--- src/rtl/pc_sequencer.sv ---
// rtl/pc_sequencer.sv - fetch-side program counter sequencer
//
// Purpose: decides each cycle whether the external PC register loads, and
// with what: reset vector, sequential increment, or a branch/jump redirect.
// Also raises fetch requests and a one-cycle front-end flush on redirects.
//
// Optional feature macro: PC_SEQ_RAS_EN (call/ret with return-address stack).
//
// Ports:
//   clk, reset         clock, synchronous active-high reset
//   pc_value           current PC register value (feedback)
//   fetch_ack          memory returned the word at pc_value this cycle
//   stall              downstream hazard, hold the PC
//   branch_taken/_target, jump/jump_target   redirect requests
//   call, ret, ras_err (PC_SEQ_RAS_EN only) stack redirects and empty-pop error
//   next_inst_addr     value the PC loads when pc_en=1
//   pc_en              PC load enable
//   fetch_req          request instruction at pc_value
//   flush              one-cycle front-end flush on redirect
//   state              current FSM state (debug)
module pc_sequencer #(
  parameter int                ADDR_W       = 16,
  parameter logic [ADDR_W-1:0] RESET_VECTOR = '0,
  parameter int                INC          = 1,
  parameter int                RAS_DEPTH    = 4
) (
  input  logic              clk,
  input  logic              reset,
  input  logic [ADDR_W-1:0] pc_value,
  input  logic              fetch_ack,
  input  logic              stall,
  input  logic              branch_taken,
  input  logic [ADDR_W-1:0] branch_target,
  input  logic              jump,
  input  logic [ADDR_W-1:0] jump_target,
`ifdef PC_SEQ_RAS_EN
  input  logic              call,
  input  logic              ret,
  output logic              ras_err,
`endif
  output logic [ADDR_W-1:0] next_inst_addr,
  output logic              pc_en,
  output logic              fetch_req,
  output logic              flush,
  output logic [1:0]        state
);

  typedef enum logic [1:0] {
    BOOT  = 2'd0,
    FETCH = 2'd1,
    HOLD  = 2'd2,
    FLUSH = 2'd3
  } state_t;

  state_t            cur_state;
  state_t            nxt_state;
  logic              redir_req;
  logic [ADDR_W-1:0] redir_addr;
  logic              redir_take;
  logic [ADDR_W-1:0] seq_addr;

  assign state    = cur_state;
  assign seq_addr = pc_value + ADDR_W'(INC);

`ifdef PC_SEQ_RAS_EN
  localparam int PTR_W = (RAS_DEPTH > 1) ? $clog2(RAS_DEPTH) : 1;
  localparam int CNT_W = $clog2(RAS_DEPTH + 1);

  logic [ADDR_W-1:0] ras_mem [RAS_DEPTH];
  logic [PTR_W-1:0]  ras_wr_ptr;   // next slot to write; top entry sits just below
  logic [PTR_W-1:0]  ras_top_idx;
  logic [PTR_W-1:0]  ras_wr_inc;
  logic [CNT_W-1:0]  ras_cnt;
  logic              push_req;
  logic              pop_req;
  logic              err_req;
  logic              ras_push;
  logic              ras_pop;

  assign ras_top_idx = (ras_wr_ptr == '0) ? PTR_W'(RAS_DEPTH - 1) : ras_wr_ptr - 1'b1;
  assign ras_wr_inc  = (ras_wr_ptr == PTR_W'(RAS_DEPTH - 1)) ? '0 : ras_wr_ptr + 1'b1;
  assign ras_push    = redir_take & push_req;
  assign ras_pop     = redir_take & pop_req;
  assign ras_err     = redir_take & err_req;
`endif

  // Redirect selection: ret > call > jump > branch_taken.
  always_comb begin
    redir_req  = 1'b0;
    redir_addr = jump_target;
`ifdef PC_SEQ_RAS_EN
    push_req   = 1'b0;
    pop_req    = 1'b0;
    err_req    = 1'b0;
    if (ret) begin
      redir_req = 1'b1;
      if (ras_cnt != '0) begin
        redir_addr = ras_mem[ras_top_idx];
        pop_req    = 1'b1;
      end else begin
        redir_addr = RESET_VECTOR;
        err_req    = 1'b1;
      end
    end else if (call) begin
      redir_req  = 1'b1;
      redir_addr = jump_target;
      push_req   = 1'b1;
    end else
`endif
    if (jump) begin
      redir_req  = 1'b1;
      redir_addr = jump_target;
    end else if (branch_taken) begin
      redir_req  = 1'b1;
      redir_addr = branch_target;
    end
  end

  // Next state and PC control. Outputs are combinational so the PC loads on
  // the same edge the FSM moves.
  always_comb begin
    nxt_state      = cur_state;
    pc_en          = 1'b0;
    fetch_req      = 1'b0;
    flush          = 1'b0;
    next_inst_addr = pc_value;
    redir_take     = 1'b0;
    if (reset) begin
      nxt_state      = BOOT;
      next_inst_addr = RESET_VECTOR;
    end else if (cur_state == BOOT) begin
      pc_en          = 1'b1;
      next_inst_addr = RESET_VECTOR;
      nxt_state      = FETCH;
    end else if (redir_req) begin
      // Redirect wins over stall and fetch_ack; no fetch on the wrong path.
      redir_take     = 1'b1;
      pc_en          = 1'b1;
      flush          = 1'b1;
      next_inst_addr = redir_addr;
      nxt_state      = FLUSH;
    end else begin
      case (cur_state)
        FETCH: begin
          fetch_req = 1'b1;
          if (stall) begin
            nxt_state = HOLD;
          end else if (fetch_ack) begin
            pc_en          = 1'b1;
            next_inst_addr = seq_addr;
          end
        end
        HOLD: begin
          if (!stall) nxt_state = FETCH;
        end
        FLUSH: begin
          nxt_state = FETCH;
        end
        default: begin
          nxt_state = BOOT;
        end
      endcase
    end
  end

  always_ff @(posedge clk) begin
    if (reset) cur_state <= BOOT;
    else       cur_state <= nxt_state;
  end

`ifdef PC_SEQ_RAS_EN
  // Circular stack: a push when full overwrites the oldest entry.
  always_ff @(posedge clk) begin
    if (reset) begin
      ras_wr_ptr <= '0;
      ras_cnt    <= '0;
    end else if (ras_pop) begin
      ras_wr_ptr <= ras_top_idx;
      ras_cnt    <= ras_cnt - 1'b1;
    end else if (ras_push) begin
      ras_mem[ras_wr_ptr] <= seq_addr;
      ras_wr_ptr          <= ras_wr_inc;
      if (ras_cnt != CNT_W'(RAS_DEPTH)) ras_cnt <= ras_cnt + 1'b1;
    end
  end
`endif

endmodule

--- config.mk ---
export PLATFORM = sky130hd
export DESIGN_NAME = pc_sequencer
export DESIGN_NICKNAME = d
export VERILOG_FILES = /design/src/rtl/pc_sequencer.sv
export SDC_FILE = /design/constraint.sdc
export NUM_CORES = 1
export LEC_CHECK = 0
export BUFFER_PORTS_ARGS = -buffer_cell sky130_fd_sc_hd__clkbuf_2
export CAP_MARGIN = 20
export CORE_MARGIN = 3
export CORE_UTILIZATION = 43
export CTS_CLUSTER_SIZE = 14
export DETAILED_ROUTE_END_ITERATION = 10
export PLACE_DENSITY = 0.85
export SYNTH_ARGS = -nofsm -noshare
export SYNTH_HDL_FRONTEND = slang
export SYNTH_SLANG_ARGS = --single-unit
--- constraint.sdc ---
create_clock -name clk -period 3.1 [get_ports clk]
set_input_delay 0.31 -clock clk [delete_from_list [all_inputs] [get_ports clk]]
set_output_delay 0.31 -clock clk [all_outputs]
set_load 0.02 [all_outputs]
==> results of run 1 <==
cell type report:
| class | instances | share of cell area [%] |
|---|---|---|
| Clock buffer | 3 | 1.68 |
| Timing Repair Buffer | 74 | 27.6 |
| Tap cell | 27 | 2.52 |
| Multi-Input combinational cell | 120 | 63.8 |
| Inverter | 5 | 1.40 |
| Sequential cell | 2 | 2.99 |
power breakdown:
part / switching (W) / total, W / internal (W)
Clock: 0.0000144 / 0.0000570 / 0.0000426
Combinational: 0.000104 / 0.000174 / 0.0000701
Sequential: 0.00000468 / 0.0000327 / 0.0000280
Total: 0.000123 / 0.000264 / 0.000141
kinds of logic (layout without fill, tap and decap cells):
family	after synthesis	in the layout	synth area share (%)
buf+inv	15	82	7.13
xor+xnor	5	5	4.54
mux	4	4	4.28
compound gates	37	37	28.0
simple gates	73	73	50.6
fa+ha+maj	1	1	1.30
flops	2	2	4.15
placed cells by master (no fill, tap or decap), types with 4 or more instances in the layout:
cell      instances
o221ai_1          5
nand3_1           7
nand4_1           7
a22oi_1           7
nor3_1            8
nand2_1           8
a211o_1           4
nor2_1           17
or3_1             4
clkbuf_2         74
a21oi_1           7
inv_1             4
path summary, 6_finish.rpt:
kind / to / slack (ps)
worst min-delay path: state[0] / 330
worst max register to register: state[1] / 1670
worst min register to register: state[1] / 650
worst max-delay path: next_inst_addr[13] / 770
critical path, delay by kind of cell, from the launching register on:
family,cells,cell delay [ps]
flip-flops,1,510
buffers and inverters,1,170
AND/OR/NAND/NOR,4,1110
metal layers:
layer / routed length, um / GRT usage (%) / up-vias
met5: 0 / 0 / -
met4: 25 / 13.6 / 0
met3: 283 / 3.38 / 2
met2: 1740 / 42.4 / 73
met1: 1300 / 27.7 / 636
li1: - / - / 674
stage by stage:
step	power [W]	instance area [um2]
after floorplan	0.000134	965
after global placement	0.000200	1320
after detailed placement	0.000206	1320
after CTS	0.000268	1340
after global routing	0.000292	1340
final	0.000264	1340
==> results.txt, run 1 <==
The tree is rooted in a clkbuf_4. Of all nets on the critical path, the largest fanout is 16. The run gives 2040 um2 as the area of the placeable core. The post-route minimum period is 2330 ps, and the top-level I/O count is 75. The number of nets handed over by synthesis was 192. Cell repeated most along the worst path: nor2_1. The logs give 0 for the initial antenna violation count and 220 ps for the latest clock arrival within the worst-skew pair. The launch instance of the worst min-delay path was reset. After routing, the total negative slack on setup checks comes to 0 ps.

The worst hold path passes through 2 cells. Cells fill 65.7% of the core in the end. Across the run, the number of max-cap violations was 0. The mapped netlist covers 965 um2.

TritonCTS built the clock tree. The signal on the critical path passes through nor2_1, or2_0, or3_1, nor2_1, clkbuf_2. The total count of max-transition violations in the final report is 0. Detailed routing inserted a total of 1385 vias. At the end of the flow, the number of nets in the layout was 261. In this run, the number of DRC markers left after iteration 0 of detailed routing was 42. Of all flip-flops after synthesis, the portion carrying an async set or reset was 0%. The clock net in this run drives a total of 2 sinks. nor2_1 takes more of the synthesized area than any other cell.

For the worst setup path, the data required time is 2790 ps. The die covers 2850 um2. After detailed routing, the average wire length per cell comes to 14.5 um. For the worst relative slew slack, the log shows 47.0%. The congestion estimate from routability-driven global placement came to 0.793. Final hold analysis gives a worst-case slack of 333 ps. After synthesis, the most frequently instantiated cells are nor2_1, nand2_1, nor3_1.

The worst setup path is captured at an output port. The logs give 43 for the number of distinct library cells after synthesis and 231 for the final instance count without filler cells. The number of clock buffers inserted by TritonCTS is 3. Setup violations remaining at the end of the flow were counted as 0. The floorplan has 16 rows. The run gives 0 as the number of nets still failing antenna checks after routing.

The worst setup path is of the reg -> out kind. Synthesis handed over a netlist of 137 instances. The flip-flop count of the largest register after layout came out at 2. The number of gates given a new drive strength after cts was 0; the total track usage was 24.3%. On the critical path, the stage with the largest delay is an instance of dfxtp_1. The minimum setup slack in the final design is 773 ps. The via count normalized by instance count was 6.00; the worst supply voltage drop on vdd was 0.184 mV. Input and output buffers added on the ports amount to 74. The instance count after placement with tap cells included came out at 228. For the via count of the first global-routing pass, the log shows 1250. The effective utilization at floorplan is 47.2%.

Largest stage delay on the critical path: 510 ps. For this run, the number of Yosys warnings is 0. The startpoint class of the critical path is a register. In this run the vertical extent of the chip is 53.4 um. After detailed routing, the number of remaining DRC violations is 0. Summed over its instances, the top area cell type makes up 6.61% of the synthesized netlist area. The multi-input combinational cells in the finished layout cover a total of 856 um2. The width of the chip works out to 53.4 um. The area growth from synthesis to layout is 39.0%. Sequential elements use 4.15% of the synthesized area. The routed design has 3350 um of wire. Data on the critical path arrives at its endpoint at 2020 ps. The layout has 198 filler cells.

The sequential cells in the finished layout cover a total of 40.0 um2. Across the routed clock network, the largest skew measured is 0.268 ps. Setup repair after global routing left no endpoint under its margin. Flip-flop cell with the highest count after synthesis: dfxtp_1. The post-CTS clock slew at the launch and capture registers of the worst setup and hold paths is 30 ps, and the peak clock frequency supported by timing is 430 MHz. For this run, the detailed router's first-pass iteration total came to 5. The run gives 0 as the sum of overflow across all layers after global routing.

Cells with a size suffix above 1 make up 43.6% of the layout. The repair_antennas step left the layout with diodes totalling 0. The run gives 2 as the largest buffer count on any clock path.

Dividing the final minimum period by the clock period gives 75.1%. The wire-length estimate of the detail-placed layout is 2720 um. The post-place setup slack is 944 ps, and the transition at the pin with the smallest max-transition slack is 792 ps. The tools report the H-tree level count as 1. The post-synthesis area per instance works out to 7.04 um2. The tools report the number of hold buffers added after CTS as 0. The flow ran to the end, and the final reports show no timing, DRC or antenna violations. The path class of the tightest hold or removal check is in -> reg.

The number of enable flip-flop cells after synthesis came out at 0. In this run the critical register-to-register path is launched from state[0]. By area the synthesized netlist is led by nor2_1, nor4_4, a22oi_1, nand4_1, o221ai_1. The number of hold violations in the final report is 0. The number of buffers added for setup after CTS is 0, and the register bit count reported by yosys is 2.

The first global-routing pass estimated 5230 um of wire. Among all cell types in the netlist, the one instantiated most often is nor2_1. The ratio of total power to cell area works out to 197 nW/um2.

Entering global routing, the biggest net connects 19 pins. In this run the static leakage power is 0.630 nW. The most critical setup path has its startpoint at state[0].

Measured in cells, the most critical reg-to-reg path has a length of 3.
(Power assumes the default switching activity.)
==> inputs of run 2 (changes only) <==
--- a/config.mk
+++ b/config.mk
@@ -5,13 +5,14 @@
 export SDC_FILE = /design/constraint.sdc
 export NUM_CORES = 1
 export LEC_CHECK = 0
+export ABC_AREA = 1
 export BUFFER_PORTS_ARGS = -buffer_cell sky130_fd_sc_hd__clkbuf_2
 export CAP_MARGIN = 20
 export CORE_MARGIN = 3
-export CORE_UTILIZATION = 43
+export CORE_UTILIZATION = 41
 export CTS_CLUSTER_SIZE = 14
 export DETAILED_ROUTE_END_ITERATION = 10
-export PLACE_DENSITY = 0.85
+export PLACE_DENSITY = 0.8
 export SYNTH_ARGS = -nofsm -noshare
 export SYNTH_HDL_FRONTEND = slang
 export SYNTH_SLANG_ARGS = --single-unit
==> constraint.sdc (replaced) <==
create_clock -name clk -period 2.4 [get_ports clk]
set_input_delay 0.24 -clock clk [delete_from_list [all_inputs] [get_ports clk]]
set_output_delay 0.24 -clock clk [all_outputs]
set_load 0.02 [all_outputs]
==> results.txt, run 2 <==
The top cell types in the final layout, fill and taps aside, are clkbuf_2, nand2_1, inv_1. For the detailed route wirelength on metal3, the log shows 246 um (-13%). The largest buffer count on any clock path is 2 (unchanged). Derived from the worst setup path, the maximum achievable clock frequency is 523 MHz.

The area used by sequential logic in the layout is 40.0 um2 (unchanged), and the wire length of the first global-routing pass is 5340 um (+2.1%). Largest net degree at the start of global routing: 18 (-1). The count of inserted antenna diode cells is 0 (unchanged). The final instance count without filler cells is 296 (+28%), and the number of hold violations in the final report is 0 (unchanged).

The clock network power share is 21.0% (-0.6 points). The transition at the pin with the smallest max-transition slack works out to 471 ps (-321 ps). For the max-cap violation count, the log shows 0 (unchanged). For the latest clock arrival within the worst-skew pair, the log shows 220 ps (about the same).

In the post-synthesis netlist, the cell with the most instances is nand2_1. The switching share of power was 47.0% (+0.25 points). The logs give 4 (-1) for the iteration count of the initial detailed-routing pass and 11.5% (-0.9 points) for the fraction of power consumed by sequential logic. Master cell of the clock root buffer: clkbuf_4. The flow ran to the end, and the final reports show no timing, DRC or antenna violations.

For the count of clock tree sinks, the log shows 2 (unchanged). The wire length on met2 is 1550 um (-11%). The number of buffers added for setup after CTS is 0 (unchanged). The maximum fanout along the worst path is 17 (+1), and the placed wire-length estimate is 2750 um (+1.1%). The register bit count reported by yosys came out at 2 (unchanged). Number of DRC violations after detailed-routing iteration 0: 74 (+76%).

The width of the chip came out at 56.3 um (+5.6%). The effective utilization at floorplan was 45.2% (-2.0 points). The worst setup path is captured at an output port.

The run gives 0.257 mV (+39%) as the worst supply voltage drop on vdd. The logs give 325 (+25%) for the number of nets in the finished design and 0 (unchanged) for the count of synthesis-stage warnings from yosys. For the area of the placeable core, the log shows 2300 um2 (+12%). Flip-flop cell with the highest count after synthesis: dfxtp_1. The share of cells above drive strength 1 was 40.3% (-3.3 points). The logs give 739 ps (-205 ps) for the post-place setup slack and 0.869 nW (+38%) for the leakage dissipation.

The top routing layer in use is met3. Setup repair after global routing left no endpoint under its margin. For the largest clock skew in the final design, the log shows 2.19 ps (+1.92 ps).

The tools report the worst relative slew slack as 68.6% (+22 points). TritonCTS built the clock tree. For the sequential share of the synthesized area, the log shows 3.86% (-0.30 points).

The run gives 822 um2 (-3.9%) as the area of combinational cells with multiple inputs. The ratio of total power to cell area is 241 nW/um2 (+23%). The cell area after synthesis was 1040 um2 (+7.7%). The number of hold buffers added after CTS is 0 (unchanged). The number of cells on the worst reg-to-reg path was 4 (+1); the full die area was 3170 um2 (+11%). For the finished layout, the period the worst path requires is 1910 ps. The tightest min-delay check is of the in -> reg type. The number of enable flip-flop cells after synthesis is 0 (unchanged). The layout-stage area growth over the synthesis result came out at 39.8%. The logs give 2160 ps (-630 ps) for the data required time at the worst endpoint and 1497 (+8.1%) for the count of vias placed by the detailed router.

The tools report the total count of max-transition violations in the final report as 0 (unchanged). Of the available clock period, the critical path in the final layout requires 79.6%. The logs give 227 (+15%) for the filler cell count and 20.1% (-4.2 points) for the total track usage.

Cell taking the most area after synthesis: nand2_1. The via count normalized by instance count was 5.06 (-16%); the top-level I/O count was 75 (unchanged). The post-CTS clock slew at the launch and capture registers of the worst setup and hold paths came out at 30 ps (about the same). Net count of the mapped netlist: 249 (+30%). The post-synthesis area per instance was 5.35 um2 (-24%). For the synthesized instance count, the log shows 194 (+42%). The tools report the final weighted congestion in routability-driven placement as 0.853 (+7.6%).

Counting instances in the post-synthesis netlist gives the leading cell types as nand2_1, inv_1, nand3_1, nor2_1, o221a_2. The routed length per placed instance is 11.0 um (-24%), and the final setup violation count is 0 (unchanged). The tools report the H-tree level count as 1 (unchanged). The total wire length after detailed routing was 3270 um (-2.5%); the combinational cell fraction of total power was 67.5% (+1.5 points). The initial antenna violation count is 0 (unchanged), and the instance count after placement with tap cells included is 293 (+29%). The count of unresolved DRC violations after routing came out at 0 (unchanged). The instance count along the most critical hold path came out at 2 (unchanged). The tools report the cell-internal power as 0.000186 W (+32%). The switching power is 0.000165 W (+33%), and the post-synthesis async set-or-reset flop share is 0% (unchanged). The met1 wire length was 1470 um (+13%); the number of nets still failing antenna checks after routing was 0 (unchanged).

Yosys attributes the largest share of cell area to nand2_1, o221a_2, inv_1, nand3_1, nor2_1. The logs give 0 (unchanged) for the sum of overflow across all layers after global routing and 489 ps (-285 ps) for the minimum setup slack in the final design. The sum of negative setup slack was 0 ps (unchanged). For the number of clock buffers inserted by TritonCTS, the log shows 3 (unchanged). Total number of placement rows: 17 (+1). The most frequent standard cell in the layout excluding fill and tap cells is clkbuf_2. The share of the synthesized area in the top cell type came out at 17.3% (+11 points). STA classifies the critical path startpoint as a register.

The run gives 25 (-42%) as the number of distinct library cells after synthesis. The worst setup path is of the reg -> out kind. The height of the die came out at 56.3 um (+5.6%). The run gives 1278 (+2.2%) as the via count of the first global-routing pass. The data arrival time of the critical path was 1670 ps (-350 ps); the number of gates given a new drive strength after cts was 0 (unchanged). The flip-flop count of the largest register after layout works out to 2 (unchanged).

The number of I/O port buffers is 74 (unchanged).
run 2: critical path, stage by stage (launching register included):
cell and delay [ps]:
dfxtp_1 440, nor2_2 100, nor2_4 320, o221ai_1 200
a21o_1 190, inv_1 50, clkbuf_2 150
run 2: logic make-up after synthesis:
| logic type | Yosys count | synth area share (%) |
|---|---|---|
| flip-flops | 2 | 3.86 |
| AND/OR/NAND/NOR | 115 | 54.0 |
| AO/OA/AOI/OAI | 31 | 24.0 |
| buffers and inverters | 45 | 17.0 |
| adder cells (fa/ha/maj) | 1 | 1.20 |
run 2: worst paths after layout:
check        startpoint           endpoint  slack (ps)
max            state[0]  next_inst_addr[1]         490
min               reset           state[0]         290
max reg2reg    state[0]           state[1]        1250
min reg2reg    state[1]           state[0]         700
run 2: power by group through the flow:
stage	sequential [W]	combinational, W	clock [W]
2_1_floorplan	0.0000430	0.000138	0
3_3_place_gp	0.0000403	0.000235	0
3_5_place_dp	0.0000404	0.000236	0
4_1_cts	0.0000400	0.000237	0.0000781
5_1_grt	0.0000405	0.000263	0.0000839
6_report	0.0000402	0.000237	0.0000736
run 2: per-layer routing:
| layer | vias to the layer above | GRT usage [%] |
|---|---|---|
| met4 | 0 | 4.07 |
| met5 | - | 0 |
| met2 | 55 | 32.6 |
| met1 | 644 | 28.1 |
| met3 | 0 | 2.99 |
| li1 | 798 | - |
run 2: layout make-up:
cell class / count / area share (%)
clock buffer: 3 / 1.55
inverter: 41 / 10.6
multi-input combinational: 147 / 56.6
sequential: 2 / 2.76
tap: 28 / 2.41
timing repair buffer: 75 / 26.0
run 2: metrics by stage:
step / util, % / total power [W] / instance area (um2) / hold slack [ps]
after floorplan: - / 0.000181 / 1040 / 309
after global placement: 62.2 / 0.000275 / 1430 / 510
after detailed placement: 62.2 / 0.000276 / 1430 / 513
after CTS: 63.2 / 0.000355 / 1450 / 276
after global routing: 63.2 / 0.000387 / 1450 / 297
final: 63.2 / 0.000350 / 1450 / 291
